**config.mk**
```make
export PLATFORM = sky130hd
export DESIGN_NAME = module_ram_port
export DESIGN_NICKNAME = d
export VERILOG_FILES = /design/src/rtl/mock8080_pkg.sv /design/src/rtl/ram_core_256x8.sv /design/src/rtl/module_ram_port.sv
export SDC_FILE = /design/constraint.sdc
export NUM_CORES = 2
export LEC_CHECK = 0
export BUFFER_PORTS_ARGS = -buffer_cell sky130_fd_sc_hd__buf_2
export CORE_ASPECT_RATIO = 1.1
export CORE_MARGIN = 4
export CORE_UTILIZATION = 60
export CTS_CLUSTER_DIAMETER = 60
export DETAILED_ROUTE_END_ITERATION = 6
export GPL_TIMING_DRIVEN = 0
export PLACE_DENSITY = 0.76
export SYNTH_ARGS = -nofsm -noshare
export SYNTH_HDL_FRONTEND = slang
export SYNTH_SLANG_ARGS = --single-unit
```
**constraint.sdc**
```tcl
create_clock -name clk_qzt -period 7 [get_ports clk_qzt]
set_clock_uncertainty 0.2 [all_clocks]
set_input_delay 1.05 -clock clk_qzt [delete_from_list [all_inputs] [get_ports clk_qzt]]
set_output_delay 1.05 -clock clk_qzt [all_outputs]
set_load 0.03 [all_outputs]
```
**src/rtl/mock8080_pkg.sv**
```systemverilog
// Shared width defaults and loader FSM encoding for the mock 8080 RAM port.
package mock8080_pkg;
  localparam int DEF_ADDR_W = 8;
  localparam int DEF_DATA_W = 8;

  typedef enum logic [1:0] {
    IDLE = 2'd0,
    LOAD = 2'd1,
    DONE = 2'd2
  } ld_state_t;
endpackage

```
**src/rtl/ram_core_256x8.sv**
```systemverilog
// Byte storage: one write port, registered write-first read(s), 1-cycle latency, no backpressure.
// RAM_DBG_PORT_EN adds a second read port; the array itself is never reset, only the read registers.
module ram_core_256x8 #(
  parameter int ADDR_W = 8,
  parameter int DATA_W = 8
) (
  input  logic              clk,
  input  logic              rst,
  input  logic              we,
  input  logic [ADDR_W-1:0] waddr,
  input  logic [DATA_W-1:0] wdata,
  input  logic [ADDR_W-1:0] raddr,
  output logic [DATA_W-1:0] rdata
`ifdef RAM_DBG_PORT_EN
  , input  logic [ADDR_W-1:0] raddr_b
  , output logic [DATA_W-1:0] rdata_b
`endif
);
  logic [DATA_W-1:0] mem [0:(1<<ADDR_W)-1];

  always_ff @(posedge clk) begin
    if (we) mem[waddr] <= wdata;
  end

  always_ff @(posedge clk or posedge rst) begin
    if (rst)                         rdata <= '0;
    else if (we && (waddr == raddr)) rdata <= wdata;
    else                             rdata <= mem[raddr];
  end

`ifdef RAM_DBG_PORT_EN
  always_ff @(posedge clk or posedge rst) begin
    if (rst)                           rdata_b <= '0;
    else if (we && (waddr == raddr_b)) rdata_b <= wdata;
    else                               rdata_b <= mem[raddr_b];
  end
`endif
endmodule

```
**src/rtl/module_ram_port.sv**
```systemverilog
// CPU RAM port with a program loader that owns the write port while busy; CPU reads 1-cycle, loader takes a byte per valid in LOAD.
// Optional debug read port under RAM_DBG_PORT_EN; CPU writes are dropped and reads return 0 while busy.
module module_ram_port
  import mock8080_pkg::*;
#(
  parameter int ADDR_W = DEF_ADDR_W,
  parameter int DATA_W = DEF_DATA_W
) (
  input  logic              clk_qzt,
  input  logic              reset,
  input  logic [ADDR_W-1:0] cpu_addr,
  input  logic [DATA_W-1:0] cpu_wdata,
  input  logic              cpu_we,
  output logic [DATA_W-1:0] cpu_rdata,
  input  logic              load_start,
  input  logic [ADDR_W-1:0] load_base,
  input  logic [ADDR_W-1:0] load_len,
  input  logic              load_valid,
  input  logic [DATA_W-1:0] load_data,
  output logic              load_ready,
  output logic              busy,
  input  logic              load_abort,
  output logic              load_done
`ifdef RAM_DBG_PORT_EN
  , input  logic [ADDR_W-1:0] dbg_addr
  , output logic [DATA_W-1:0] dbg_data
`endif
);
  localparam logic [ADDR_W-1:0] ONE = ADDR_W'(1);

  ld_state_t         state, state_nxt;
  logic [ADDR_W-1:0] ptr, ptr_nxt;
  logic [ADDR_W-1:0] remaining, remaining_nxt;
  logic              mem_we;
  logic [ADDR_W-1:0] mem_addr;
  logic [DATA_W-1:0] mem_wdata;
  logic [DATA_W-1:0] rd_q;

  always_ff @(posedge clk_qzt or posedge reset) begin
    if (reset) begin
      state     <= IDLE;
      ptr       <= '0;
      remaining <= '0;
    end else begin
      state     <= state_nxt;
      ptr       <= ptr_nxt;
      remaining <= remaining_nxt;
    end
  end

  // remaining==0 from load_len means a full wrap: it decrements through 0xFF and stops at 1.
  always_comb begin
    state_nxt     = state;
    ptr_nxt       = ptr;
    remaining_nxt = remaining;
    mem_we        = cpu_we;
    mem_addr      = cpu_addr;
    mem_wdata     = cpu_wdata;
    case (state)
      IDLE: begin
        if (load_start) begin
          ptr_nxt       = load_base;
          remaining_nxt = load_len;
          state_nxt     = LOAD;
        end
      end
      LOAD: begin
        mem_we    = load_valid;
        mem_addr  = ptr;
        mem_wdata = load_data;
        if (load_valid) begin
          ptr_nxt       = ptr + ONE;
          remaining_nxt = remaining - ONE;
          if (remaining == ONE) state_nxt = DONE;
        end
        if (load_abort) state_nxt = IDLE;
      end
      DONE: begin
        mem_we    = 1'b0;
        state_nxt = IDLE;
      end
      default: begin
        mem_we    = 1'b0;
        state_nxt = IDLE;
      end
    endcase
  end

  assign busy       = (state != IDLE);
  assign load_ready = (state == LOAD);
  assign load_done  = (state == DONE);
  assign cpu_rdata  = busy ? '0 : rd_q;

  ram_core_256x8 #(
    .ADDR_W (ADDR_W),
    .DATA_W (DATA_W)
  ) u_core (
    .clk   (clk_qzt),
    .rst   (reset),
    .we    (mem_we),
    .waddr (mem_addr),
    .wdata (mem_wdata),
    .raddr (cpu_addr),
    .rdata (rd_q)
`ifdef RAM_DBG_PORT_EN
    , .raddr_b (dbg_addr)
    , .rdata_b (dbg_data)
`endif
  );
endmodule

```
# Word-level counts from Yosys, hierarchy flattened
# Memory sizes are Yosys's and may differ from the RTL's. A register that Yosys moved wholly into a read port is not among the register bits.
# Index checks and enable logic that the tools add are counted.
[op_classes] n_addsub=2 eq_ne=7 muxes=17 reduce_logical=5
[ops] op="8-bit 2-to-1 mux" n=7
[ops] op="8-bit case mux with 2 select lines" n=2
[ops] op="8-bit by 1-bit adder with 8-bit output (second input constant)" n=1
[ops] op="8-bit by 1-bit == test with 1-bit output (second input constant)" n=1
[ops] op="2-bit 2-to-1 mux" n=4
[ops] op="8-bit by 1-bit subtractor with 8-bit output (second input constant)" n=1
[ops] op="3-bit AND reduction" n=2
[ops] op="2-bit inequality test (second input constant)" n=2
[ops] op="2-bit case mux with 2 select lines" n=1
[ops] op="2-bit nonzero test" n=2
[ops] op="3-bit by 1-bit inequality test with 1-bit output (second input constant)" n=1
[ops] op="3-bit by 2-bit inequality test with 1-bit output (second input constant)" n=1
[ops] op="2-bit by 1-bit == test with 1-bit output (second input constant)" n=1
[ops] op="2-bit == test (second input constant)" n=1
[ops] op="2-bit logical NOT" n=1
[ops] op="1-bit 2-to-1 mux" n=2
[ops] op="1-bit case mux with 2 select lines" n=1
[totals] regBits=18 ram_bits=2048 input_bits=46 output_inout_bits=11 elab_cells=35 mem_count=1
[mem_list] name="u_core.mem" words=256 word_bits=8 read_ports=1 rd_ports_with_merged_regs=1 write_ports=1 line="ram_core_256x8.sv:19" source="logic [DATA_W-1:0] mem [0:(1<<ADDR_W)-1];"

# Logic depth before layout (Yosys ltp)
[depth] ltp_word=5 ltp_mapped=13 depth_no_buf=7

# Modules after synthesis
# A second synthesis with hierarchy kept.
[hier_totals] cells_unflattened=4163 hier_area_um2=81385.6
[by_module_without_submodules] module="ram_core_256x8" instances=1 cells_per_inst=3976 area_per_inst_um2=80080.6 seq_area_each_um2=61699.2
[by_module_without_submodules] module="module_ram_port" instances=1 cells_per_inst=187 area_per_inst_um2=1305.0 seq_area_each_um2=450.4

# Least setup slack after synthesis
# No wires, ideal clock.
[synth_timing] kind="reg2reg" startpoint="reg state[1]" endpoint="mem u_core.mem[0][5] (data pin)" setup_time_ns=0.826 arrival_ns=4.476 t_required_ns=5.974 setup_slack_ns=1.498 path_stages_with_launch=7 n_path_buf=3 period_less_slack_ns=5.502 path_cell_list="dfrtp_1 > nand2b_1 > clkbuf_1 > buf_1 > buf_1 > nand2_1 > nand2_1"
[synth_via] elab_chain_len=2
[synth_rtl] item="start, declared" line="module_ram_port.sv:31" source="ld_state_t state, state_nxt;"
[synth_rtl] item="start signal, assigned" line="module_ram_port.sv:45" source="state <= state_nxt;"
[synth_rtl] item="2-bit by 1-bit == test with 1-bit output" line="module_ram_port.sv:59" source="case (state)"
[synth_rtl] item="8-bit 2-to-1 mux" line="module_ram_port.sv:59"
[synth_rtl] item="named net mem_wdata[5]" line="module_ram_port.sv:36" source="logic [DATA_W-1:0] mem_wdata;"
[synth_rtl] item="end, declared" line="ram_core_256x8.sv:19"
# The timed path passes the listed nets, and every way through them passes these cells.

==> results.cfg <==
[clock_network]
worstSkewPairLatency_ns = 0.83
cts_hold_buf = 0
root_buffer = clkbuf_16
cts_tree = done
clkTransAtPathRegs_ns = 0.06
clock-sinks = 2074
numCtsBuffers = 191
cts-resized-gates = 0
cts_max_path_buffers = 3
cts_setup_buffers = 0
h-tree-depth = 4

[min_path]
hold_path.class = primary input to register

[global_routing]
grt_pass1_vias = 44014
overflow = 0
grt_max_degree = 98
grt_use_total_pct = 35.1
antenna_found_initial = 19
grt_pass1_wl_mm = 343

[pwr]
p_sw_share_pct = 24.4
p_int_uw = 20400
max-vdd-ir-drop_uv = 330
switchingPower_uw = 6620
power.total_uw = 27100
pwr-share-clk_pct = 37.6
pwr-share-seq_pct = 52.6
p_leak_uw = 0.0287
p_per_area_nw_per_um2 = 298
power.share.combinational_pct = 9.8

[sta]
finalHoldViolCount = 0
maxSlewViolCount = 34
worstMarginPinSlew_ns = 1.53
rsz0062_at_grt = no
setup_viol = 0
fin_crit_ns = 6.38
relSlewSlack_pct = -2.20
max_freq_mhz = 157
finalCritPeriodShare_pct = 91.2

[die]
io_pins = 57
die_w_um = 359
num_rows = 141
start_util_pct = 60.5
core_um2 = 135000
die_h_um = 394
dieArea_um2 = 142000

[setup_path]
crit_end = u_core.rdata[6]
crit_type = primary input to register
r2r_end = u_core.rdata[5]
cp-startpoint = cpu_addr[3]
r2r_cells = 9
cp.arrival_ns = 6.80
critPathRequiredTime_ns = 7.42
end_kind = register
r2r-start = state[1]
r2r_setup_slack_ns = 2.03
crit_fanout = 10
start_kind = primary input

[yosys]
synthDistinctLibCells = 57
synth.area.top_cells = edfxtp_1 76%, mux4_2 11%, mux2i_1 2.9%
synth_ff_type = edfxtp_1
ys_ff_latch = 2074
synth_top_area_share_pct = 75.5
ys_warn_count = 0
yosys.area.top_type = edfxtp_1
avgSynthCellArea_um2 = 19.8
seq_area_frac_synth_pct = 76.3
syn_area_um2 = 81400
synthTopCellsByCount = 2048 x edfxtp_1, 383 x mux4_2, 318 x nor2_1
synth_nets = 4162
async_flop_share_pct = 1.25
synthCells = 4113
yosysMostFrequentCell = edfxtp_1
synth-edff-count = 2048

[run_status]
violations = DRC, capacitance limit, slew limit
outcome = finished with violations

[layout]
drive_gt1_share_pct = 19.7
areaGrowthSynthToFinish_pct = 11.4
fin_util_pct = 67.4
fin_cells = 6340
finalNetCount = 4433
nFillCells = 8289
design_area_um2 = 90800

[placed_design]
io_buffers = 52
dp.cells = 5977
post_dp_cell_area_um2 = 84700
dp_hpwl_mm = 166
gp_congestion = 1.03

[drt]
vias = 45734
first_iter_violations = 8910
detail_route.wl_per_cell_um = 39.2
viasPerCell = 7.21
drt_pre_antenna_iters = 7
drc = 2
antenna_left = 0
routed_wirelength_mm = 249

[job]
max_cap_violations = 5
-- state kept, by name, summed over array words and instances, names as in the netlist --
name / flops
ptr: 8
u_core.rdata: 8
state: 2
u_core.mem: 2048
remaining: 8
-- worst min path at each step --
stage / from / end / slack [ns] / cells after the start
after floorplan: remaining[6] / remaining[6] / 0.25 / 2
after global placement: remaining[6] / remaining[6] / 0.28 / 2
after detailed placement: remaining[6] / remaining[6] / 0.28 / 2
after CTS: load_abort / state[1] / 0.16 / 2
after global routing: load_abort / state[1] / 0.20 / 2
final: load_abort / state[1] / 0.20 / 2
-- through the flow --
| step | TNS (ns) | hold WS, ns | worst slack, ns |
|---|---|---|---|
| after floorplan | 0 | 0.250 | 1.50 |
| after global placement | -6188.17 | 0.276 | -3.40 |
| after detailed placement | 0 | 0.282 | 0.385 |
| after CTS | 0 | 0.162 | 1.22 |
| after global routing | 0 | 0.196 | 0.961 |
| final | 0 | 0.200 | 0.617 |
-- power by group through the flow --
| stage | clock [µW] | combinational, µW | sequential [µW] |
|---|---|---|---|
| after global placement | 0 | 2290 | 14900 |
| after floorplan | 0 | 1290 | 14700 |
| after CTS | 10200 | 2520 | 14200 |
| final | 10200 | 2650 | 14200 |
| after detailed placement | 0 | 2510 | 14500 |
| after global routing | 10700 | 2700 | 14200 |
-- per-layer routing --
layer	vias to the layer above	GRT usage (%)	part of all wire, %
met5	-	0	0.040
met4	10	22.5	8.0
met3	915	13.8	16
met2	4278	49.4	43
met1	22972	46.1	33
li1	17559	-	-
-- layout by cell type, fill, tap and decap left out, drive strengths merged, types with 78 or more instances in the layout --
master,n
buf,208
nand2,132
o221ai,78
nor2,318
a21oi,92
mux4,395
clkbuf,365
mux2i,232
clkinv,97
edfxtp,2048
-- logic make-up after synthesis --
group           share of synthesized area, %
mux                                     14.3
buf+inv                                 1.83
xor+xnor                              0.0860
flops                                   76.3
fa+ha+maj                             0.0461
simple gates                            3.53
compound gates                          3.90
-- layout make-up --
class                   instances  area, µm²  area share [%]
diodes                         13       32.5          0.0358
plain buffers                 264       1460            1.61
repair buffers                 78        933            1.03
inverters                      10       37.5          0.0414
multi-input cells            1765      17900            19.7
clock buffers                 231       5080            5.59
flip-flops and latches       2074      62100            68.5
well taps                    1787       2240            2.46
clock inverters               118        958            1.06
-- worst max-delay path, cell delays in order --
cell,delay [ns]
buf_2,0.21
buf_2,0.46
clkbuf_1,1.12
clkbuf_1,0.76
clkbuf_1,1.07
o221ai_1,0.48
a21oi_1,0.27
o31ai_1,0.29
nor4_1,0.74
nor3_1,0.30
(Power assumes the default switching activity.)
